$ cat src/rtl/keypad_emulator.sv
// keypad_emulator: responder side of a 4x4 matrix keypad.
// Watches the scanner's column drive and returns the pressed key's row,
// with LFSR-driven contact chatter on press/release, a programmable hold
// time and an open-contact gap before the next press is accepted.
module keypad_emulator #(
  parameter int unsigned BOUNCE_CYCLES = 16,
  parameter int unsigned GAP_CYCLES    = 64,
  parameter logic [7:0]  LFSR_SEED     = 8'hA5
) (
  input  logic        clk,
  input  logic        reset,
  input  logic [3:0]  col_keys,
  output logic [3:0]  row_keys,
  input  logic        press_valid,
  input  logic [3:0]  press_key,
  input  logic [15:0] press_hold,
  output logic        press_ready,
  output logic        busy,
  output logic        contact
);

  localparam logic [2:0] S_IDLE         = 3'd0;
  localparam logic [2:0] S_PRESS_BOUNCE = 3'd1;
  localparam logic [2:0] S_HELD         = 3'd2;
  localparam logic [2:0] S_REL_BOUNCE   = 3'd3;
  localparam logic [2:0] S_GAP          = 3'd4;

  localparam logic [15:0] BOUNCE_LOAD = 16'(BOUNCE_CYCLES);
  // A zero gap would let the next press land with no open-contact interval.
  localparam logic [15:0] GAP_LOAD    = (GAP_CYCLES < 1) ? 16'd1 : 16'(GAP_CYCLES);
  localparam bit          HAS_BOUNCE  = (BOUNCE_CYCLES != 0);

  // Returns {row, col} for a hex key value.
  function automatic logic [3:0] key_pos(input logic [3:0] key);
    logic [3:0] pos;
    case (key)
      4'h1:    pos = 4'b00_00;
      4'h2:    pos = 4'b00_01;
      4'h3:    pos = 4'b00_10;
      4'hA:    pos = 4'b00_11;
      4'h4:    pos = 4'b01_00;
      4'h5:    pos = 4'b01_01;
      4'h6:    pos = 4'b01_10;
      4'hB:    pos = 4'b01_11;
      4'h7:    pos = 4'b10_00;
      4'h8:    pos = 4'b10_01;
      4'h9:    pos = 4'b10_10;
      4'hC:    pos = 4'b10_11;
      4'hE:    pos = 4'b11_00;
      4'h0:    pos = 4'b11_01;
      4'hF:    pos = 4'b11_10;
      default: pos = 4'b11_11;  // key D
    endcase
    return pos;
  endfunction

  logic [2:0]  state_reg, state_next;
  logic [15:0] count_reg, count_next;
  logic        contact_reg, contact_next;
  logic [7:0]  lfsr_reg, lfsr_next;
  logic [7:0]  lfsr_step;
  logic [1:0]  row_sel_reg, col_sel_reg;
  logic [15:0] hold_reg;
  logic [15:0] hold_eff;
  logic [3:0]  row_reg;
  logic [3:0]  row_hit;
  logic        accept;

  assign accept    = press_valid && (state_reg == S_IDLE);
  assign hold_eff  = (press_hold == 16'd0) ? 16'd1 : press_hold;
  // Fibonacci x^8+x^6+x^5+x^4+1, shifting toward the MSB.
  assign lfsr_step = {lfsr_reg[6:0], lfsr_reg[7] ^ lfsr_reg[5] ^ lfsr_reg[4] ^ lfsr_reg[3]};

  // Next-state, shared down-counter, contact and LFSR advance.
  always_comb begin
    state_next   = state_reg;
    count_next   = count_reg;
    contact_next = contact_reg;
    lfsr_next    = lfsr_reg;
    case (state_reg)
      S_IDLE: begin
        contact_next = 1'b0;
        if (accept) begin
          if (HAS_BOUNCE) begin
            state_next   = S_PRESS_BOUNCE;
            count_next   = BOUNCE_LOAD;
            contact_next = lfsr_reg[0];
          end else begin
            state_next   = S_HELD;
            count_next   = hold_eff;
            contact_next = 1'b1;
          end
        end
      end
      S_PRESS_BOUNCE: begin
        lfsr_next = lfsr_step;
        if (count_reg == 16'd1) begin
          state_next   = S_HELD;
          count_next   = hold_reg;
          contact_next = 1'b1;
        end else begin
          count_next   = count_reg - 16'd1;
          contact_next = lfsr_step[0];
        end
      end
      S_HELD: begin
        if (count_reg == 16'd1) begin
          if (HAS_BOUNCE) begin
            state_next   = S_REL_BOUNCE;
            count_next   = BOUNCE_LOAD;
            contact_next = lfsr_reg[0];
          end else begin
            state_next   = S_GAP;
            count_next   = GAP_LOAD;
            contact_next = 1'b0;
          end
        end else begin
          count_next = count_reg - 16'd1;
        end
      end
      S_REL_BOUNCE: begin
        lfsr_next = lfsr_step;
        if (count_reg == 16'd1) begin
          state_next   = S_GAP;
          count_next   = GAP_LOAD;
          contact_next = 1'b0;
        end else begin
          count_next   = count_reg - 16'd1;
          contact_next = lfsr_step[0];
        end
      end
      S_GAP: begin
        contact_next = 1'b0;
        if (count_reg == 16'd1) begin
          state_next = S_IDLE;
          count_next = 16'd0;
        end else begin
          count_next = count_reg - 16'd1;
        end
      end
      default: begin
        state_next   = S_IDLE;
        count_next   = 16'd0;
        contact_next = 1'b0;
      end
    endcase
  end

  // State registers; key position and hold count are captured only on accept.
  always_ff @(posedge clk) begin
    if (!reset) begin
      state_reg   <= S_IDLE;
      count_reg   <= 16'd0;
      contact_reg <= 1'b0;
      lfsr_reg    <= LFSR_SEED;
      row_sel_reg <= 2'd0;
      col_sel_reg <= 2'd0;
      hold_reg    <= 16'd1;
    end else begin
      state_reg   <= state_next;
      count_reg   <= count_next;
      contact_reg <= contact_next;
      lfsr_reg    <= lfsr_next;
      if (accept) begin
        {row_sel_reg, col_sel_reg} <= key_pos(press_key);
        hold_reg                   <= hold_eff;
      end
    end
  end

  // Only the latched row can answer, and only while its column is driven.
  genvar gi;
  generate
    for (gi = 0; gi < 4; gi++) begin : g_row
      assign row_hit[gi] = contact_reg && (row_sel_reg == 2'(gi)) && col_keys[col_sel_reg];
    end
  endgenerate

  // Registered row return, one cycle behind contact/col_keys.
  always_ff @(posedge clk) begin
    if (!reset) row_reg <= 4'b0000;
    else        row_reg <= row_hit;
  end

  assign row_keys    = row_reg;
  assign contact     = contact_reg;
  assign press_ready = (state_reg == S_IDLE);
  assign busy        = (state_reg != S_IDLE);

endmodule

$ cat config.mk
export PLATFORM = sky130hd
export DESIGN_NAME = keypad_emulator
export DESIGN_NICKNAME = d
export VERILOG_FILES = /design/src/rtl/keypad_emulator.sv
export SDC_FILE = /design/constraint.sdc
export NUM_CORES = 1
export LEC_CHECK = 0
export CAP_MARGIN = 15
export CELL_PAD_IN_SITES_DETAIL_PLACEMENT = 1
export CELL_PAD_IN_SITES_GLOBAL_PLACEMENT = 2
export CORE_MARGIN = 4
export CORE_UTILIZATION = 25
export CTS_CLUSTER_SIZE = 16
export DETAILED_ROUTE_END_ITERATION = 6
export PLACE_DENSITY = 0.67
export SLEW_MARGIN = 20
export SYNTH_ARGS = -nofsm -noshare
export SYNTH_HDL_FRONTEND = slang
export SYNTH_SLANG_ARGS = --single-unit
$ cat constraint.sdc
create_clock -name clk -period 2.52 [get_ports clk]
set_input_delay 0.756 -clock clk [delete_from_list [all_inputs] [get_ports clk]]
set_output_delay 0.756 -clock clk [all_outputs]
set_load 0.005 [all_outputs]
==> metrics.yaml, run 1 <==
drive_above_1_share: 0.1195
insertion_delay_ns: 0.32
path_clk_slew_ns: 0.10
ys_top_cells_by_area: "sky130_fd_sc_hd__dfxtp_1 (39%), sky130_fd_sc_hd__nand2_1 (9.6%), sky130_fd_sc_hd__a21oi_1 (7.8%)"
worst_clock_skew_ns: 0.007131
clock_tree.root_cell: "sky130_fd_sc_hd__clkbuf_8"
via_count: 2589
critical_path_end_type: "primary output"
area_fraction_in_compound_gates_after_synthesis: 0.2212
p_comb_frac: 0.423
synth_common_cells: "sky130_fd_sc_hd__nand2_1 (68), sky130_fd_sc_hd__dfxtp_1 (52), sky130_fd_sc_hd__a21oi_1 (41)"
total_switching_power_mw: 1.076
die_extent_in_x_um: 110.9
grt_overflow: 0
filler_cell_count: 1252
pwr-share-clk: 0.213
p_sw_frac: 0.3814
postPlaceCellArea_um2: 3296
crit_path_start_kind: "flop"
report.final.hold_viol_count: 0
finalSetupTns_ns: 0
timing.critical_path.arrival_ns: 1.64
antennaDiodeCount: 0
die_h_um: 110.9
intPower_mw: 1.745
post_drt_via_cell_ratio: 4.969
cts-resized-gates: 0
detail-route-antenna-nets: 0
crit_type: "reg -> out"
power.share.sequential: 0.364
synth-adder-area-share: 0.009452
synth_async_sr_flop_share: 0
max-clock-path-buffers: 2
multi_input_gate_area_in_the_final_layout_um2: 1505
ff_latch_area_um2: 1042
numPortBuffers: 33
final_net_count: 413
clkSinkCount: 52
drcViolationCount: 0
timing.final.setup_violations: 0
initial_utilization: 0.2565
max_slew.worst_pin.slew_ns: 0.6426
routabilityCongestion: 0.8359
critPathRequiredTime_ns: 1.76
global_route_wire_length_before_repair_mm: 14.36
share_of_cell_area_taken_by_muxes_after_synthesis: 0.01607
run_status: "completed"
cp_max_fo: 8
floorplan.rows: 37
layout_worst_path_cycle_share: 0.9522
register_bit_count_reported_by_yosys: 52
synth_enable_flop_cells: 0
dominantRegCellSynth: "sky130_fd_sc_hd__dfxtp_1"
fin_crit_ns: 2.400
grt_setup_unrepaired: "no"
clock.fmax_ghz: 0.4167
postCtsHoldBufs: 0
unique_cell_type_count_in_the_yosys_netlist: 56
synth_simple_gate_area_share: 0.2911
firstDrtPassIters: 4
tightest_slew_margin_relative_to_the_limit: 0.5676
syn_avg_cell_area_um2: 7.719
synth_top_family_by_area: "simple AND/OR/NAND/NOR gates"
drv_slew: 0
clock_tree_from_tritoncts: "yes"
totalWireLength_mm: 8.553
yosys.area.top_type_share: 0.3932
min-delay-path-class: "reg -> reg"
clock_tree.htree_level_count: 2
syn-instance-count: 343
cts_post_setup_buffers_inserted: 0
io_pins: 34
max-cap-violations: 0
synth_area_leader_cell: "sky130_fd_sc_hd__dfxtp_1"
grt_use_total: 0.1436
dp.final_hpwl_mm: 6.513
vias_in_the_first_global_route: 2736
netlist_area_um2: 2648
synth.most_common_cell: "sky130_fd_sc_hd__nand2_1"
antenna_found_initial: 0
synth_nets: 372
syn2layout_area_growth_pct: 28.92
core_area_um2: 10320
cts-buffers-inserted: 5
static-leakage-power_nw: 1.269
first_iter_violations: 144
design.die.area_um2: 12300
ratio_of_total_power_to_cell_area_nw_per_um2: 826.4
power.ir.vdd_worst_v: 0.0002254
routed_wire_length_per_instance_um: 16.42
finished_cell_area_um2: 3413
synthXorXnorAreaFrac: 0.02647
synth.yosys.warnings: 0
grt_max_degree: 24
yosysSeqAreaShare: 0.3932
kinds of logic (layout without fill, tap and decap cells):
logic type,after synthesis,after routing
and+or+nand+nor,156,156
buffers and inverters,28,70
xor gates and xnor gates,8,8
muxes,4,4
AOI/OAI and AO/OA,93,93
adders and majority gates,2,2
DFF,52,52
stage by stage:
step / hold slack (ns) / power, mW / utilization / cells / setup slack (ns)
after floorplan: 0.4309 / 1.806 / - / 343 / 0.3802
after global placement: 0.4477 / 2.224 / 0.3192 / 513 / 0.08701
after detailed placement: 0.4503 / 2.238 / 0.3192 / 513 / 0.07646
after CTS: 0.4620 / 2.846 / 0.3300 / 521 / 0.04005
after global routing: 0.4834 / 3.024 / 0.3306 / 521 / 0.03029
final: 0.4589 / 2.821 / 0.3306 / 521 / 0.1204
layer usage:
| metal | global-route usage | vias up | wire, um |
|---|---|---|---|
| li1 | - | 1309 | - |
| met1 | 0.1981 | 1230 | 4383 |
| met2 | 0.2294 | 38 | 3754 |
| met3 | 0.02238 | 12 | 245 |
| met4 | 0.04598 | 0 | 170 |
| met5 | 0 | - | 0 |
layout make-up:
cell class	count	area share
clock buffer	5	0.02016
clock inverter	3	0.01246
inverter	7	0.007698
multi-input combinational	263	0.4410
sequential	52	0.3054
tap	136	0.04985
timing repair buffer	55	0.1635
cell usage in the layout, fill, tap and decap left out, types with 4 or more instances in the layout:
cell type	instances
sky130_fd_sc_hd__a21oi_1	41
sky130_fd_sc_hd__and3_1	4
sky130_fd_sc_hd__buf_12	5
sky130_fd_sc_hd__buf_4	17
sky130_fd_sc_hd__clkbuf_8	5
sky130_fd_sc_hd__clkdlybuf4s50_1	33
sky130_fd_sc_hd__dfxtp_1	51
sky130_fd_sc_hd__inv_1	7
sky130_fd_sc_hd__nand2_1	68
sky130_fd_sc_hd__nand2b_1	7
sky130_fd_sc_hd__nand3_1	6
sky130_fd_sc_hd__nor2_1	21
sky130_fd_sc_hd__nor3_1	13
sky130_fd_sc_hd__nor4_1	8
sky130_fd_sc_hd__o211ai_1	5
sky130_fd_sc_hd__o21ai_0	17
sky130_fd_sc_hd__or4_1	5
sky130_fd_sc_hd__xnor2_1	6
final timing paths:
kind	to	slack, ns	start	cells after the start
worst max register to register	count_reg[9]$_SDFFE_PN0P_	0.20	count_reg[7]$_SDFFE_PN0P_	7
worst max-delay path	press_ready	0.12	state_reg[0]$_SDFFE_PN0P_	3
worst min-delay path	lfsr_reg[3]$_SDFFE_PN0P_	0.46	lfsr_reg[2]$_SDFFE_PN1P_	2
worst min register to register	lfsr_reg[3]$_SDFFE_PN0P_	0.46	lfsr_reg[2]$_SDFFE_PN1P_	2
worst max-delay path: stages (launching register included):
cell,delay [ns]
sky130_fd_sc_hd__dfxtp_1,0.41
sky130_fd_sc_hd__nor3_2,0.24
sky130_fd_sc_hd__buf_4,0.17
sky130_fd_sc_hd__clkdlybuf4s50_1,0.50
power groups by stage:
stage | combinational, mW | sequential [mW] | clock (mW)
floorplan | 0.781 | 1.02 | 0
global placement | 1.18 | 1.04 | 0
detailed placement | 1.19 | 1.05 | 0
CTS | 1.20 | 1.03 | 0.622
global route | 1.32 | 1.05 | 0.654
finish | 1.19 | 1.03 | 0.601
(Power assumes the default switching activity.)
==> run 2: changes to the inputs <==
==> constraint.sdc (replaced) <==
create_clock -name clk -period 2.52 [get_ports clk]
set_input_delay 0.756 -clock clk [delete_from_list [all_inputs] [get_ports clk]]
set_output_delay 0.756 -clock clk [all_outputs]
set_load 0.05 [all_outputs]
==> run 2 against run 1 <==
Compared with the run above:
- design area decreased by 2.2%
- clock skew grew 0.0052 ns
- via count barely moved
- critical path depth grew 2
- total power is 3.4% lower
- combinational power is essentially flat
- wire length is 2.6% lower
- setup slack gained 0.038 ns
- count of clock-buffer cells in the layout unchanged
- non-clock buffer count decreased by 4
- critical path type is now reg -> reg
- largest power group unchanged
==> metrics.yaml, run 2 (synthesized netlist as in run 1, its figures left out) <==
initial_utilization: 0.2565
hold_path_end: "lfsr_reg[3]$_SDFFE_PN0P_"
timing.rr.start: "count_reg[7]$_SDFFE_PN0P_"
clkSinkCount: 52
global_route_wire_length_before_repair_mm: 14.13
vias_in_the_first_global_route: 2683
clock_tree_from_tritoncts: "yes"
finalSetupTns_ns: 0
detail-route-antenna-nets: 0
clock_tree.root_cell: "sky130_fd_sc_hd__clkbuf_8"
dp.final_hpwl_mm: 6.269
critPathRequiredTime_ns: 2.73
syn2layout_area_growth_pct: 26.04
final_net_count: 409
most-common-layout-cells: "sky130_fd_sc_hd__nand2_1 (68), sky130_fd_sc_hd__dfxtp_1 (52), sky130_fd_sc_hd__a21oi_1 (41), sky130_fd_sc_hd__clkdlybuf4s50_1 (31), sky130_fd_sc_hd__nor2_1 (21)"
path_clk_slew_ns: 0.11
internal_reg_to_reg_setup_slack_ns: 0.16
cts-resized-gates: 0
whs_path_depth: 2
worst_clock_skew_ns: 0.01232
antenna_found_initial: 0
timing.critical_path.arrival_ns: 2.57
grt_setup_unrepaired: "no"
grt_overflow: 0
drive_above_1_share: 0.1102
insertion_delay_ns: 0.32
tightest_slew_margin_relative_to_the_limit: 0.6067
design.die.area_um2: 12300
antennaDiodeCount: 0
timing.hold.worst.start: "lfsr_reg[2]$_SDFFE_PN1P_"
clock_tree.htree_level_count: 2
drv_slew: 0
postLayoutSetupSlackWorst_ns: 0.1582
cts_post_setup_buffers_inserted: 0
firstDrtPassIters: 4
r2r_cells: 5
die_extent_in_x_um: 110.9
floorplan.rows: 37
io_pins: 34
via_count: 2588
drcViolationCount: 0
crit_path_start: "count_reg[7]$_SDFFE_PN0P_"
postPlaceCellArea_um2: 3247
cp_max_fo: 8
die_h_um: 110.9
min-delay-path-class: "reg -> reg"
postCtsHoldBufs: 0
crit_path_start_kind: "flop"
fin_crit_ns: 2.362
report.final.hold_viol_count: 0
numPortBuffers: 33
clock.fmax_ghz: 0.4234
crit_type: "reg -> reg"
first_iter_violations: 93
routabilityCongestion: 0.8279
routed_wire_length_per_instance_um: 16.11
grt_use_total: 0.1400
max-clock-path-buffers: 2
finalHoldWorstSlack_ns: 0.4608
power.ir.vdd_worst_v: 0.0002540
layout_worst_path_cycle_share: 0.9372
run_status: "completed"
core_area_um2: 10320
post_drt_via_cell_ratio: 5.006
max_slew.worst_pin.slew_ns: 0.5846
critical_path_end_type: "flop"
cts-buffers-inserted: 5
max-cap-violations: 0
crit-reg2reg-capture: "count_reg[13]$_SDFFE_PN0P_"
finish.utilization: 0.3232
timing.final.setup_violations: 0
totalWireLength_mm: 8.330
minimum_setup_slack_after_placement_ns: 0.05106
finished_cell_area_um2: 3337
grt_max_degree: 27
ratio_of_total_power_to_cell_area_nw_per_um2: 816.7
layout.cells.most_common: "sky130_fd_sc_hd__nand2_1"
static-leakage-power_nw: 1.236
==> run 2: cell count changes in the layout (fill, tap and decap cells not counted), sizes merged <==
| cell | previous run | this run |
|---|---|---|
| buf | 22 | 20 |
| bufinv | 1 | 0 |
| clkdlybuf4s50 | 33 | 31 |
| inv | 7 | 8 |
==> run 2: worst max path at each step <==
stage / cells after the start / to / slack (ns)
2_1_floorplan: 3 / busy / 0.07
5_1_grt: 5 / count_reg[13]$_SDFFE_PN0P_ / 0.08
6_report: 5 / count_reg[13]$_SDFFE_PN0P_ / 0.16
4_1_cts: 5 / count_reg[13]$_SDFFE_PN0P_ / 0.14
3_5_place_dp: 5 / hold_reg[0]$_SDFFE_PN1P_ / 0.05
3_3_place_gp: 4 / count_reg[6]$_SDFFE_PN0P_ / 0.12
==> run 2: cell type report <==
cell class,instances,area (um2)
fillers,1247,6987
multi-input cells,263,1499
flip-flops and latches,52,1041
repair buffers,51,510.5
well taps,136,170.2
clock buffers,5,68.82
inverters,7,26.28
clock inverters,3,21.27
==> run 2: metrics by stage <==
step | power [mW] | cells
6_report | 2.725 | 517
5_1_grt | 2.940 | 517
4_1_cts | 2.752 | 517
3_5_place_dp | 2.237 | 509
3_3_place_gp | 2.237 | 509
2_1_floorplan | 1.845 | 343
==> run 2: critical path, stage by stage, from the launching register on <==
cell,delay (ns)
sky130_fd_sc_hd__dfxtp_1,0.35
sky130_fd_sc_hd__or4_1,0.70
sky130_fd_sc_hd__or4b_4,0.62
sky130_fd_sc_hd__nor3_1,0.24
sky130_fd_sc_hd__mux2i_1,0.27
sky130_fd_sc_hd__a2bb2oi_2,0.07
==> run 2: where the power goes <==
group,switching [mW],internal (mW)
registers,0.102,0.931
clock network,0.307,0.198
logic,0.688,0.499
==> run 2: per-layer routing <==
metal  vias to the layer above  track usage  wire length (um)
met5                         -            0                 0
met4                         0      0.03202                77
met3                         5      0.01801               234
met2                        33       0.2290              3852
met1                      1251       0.1961              4165
li1                       1299            -                 -
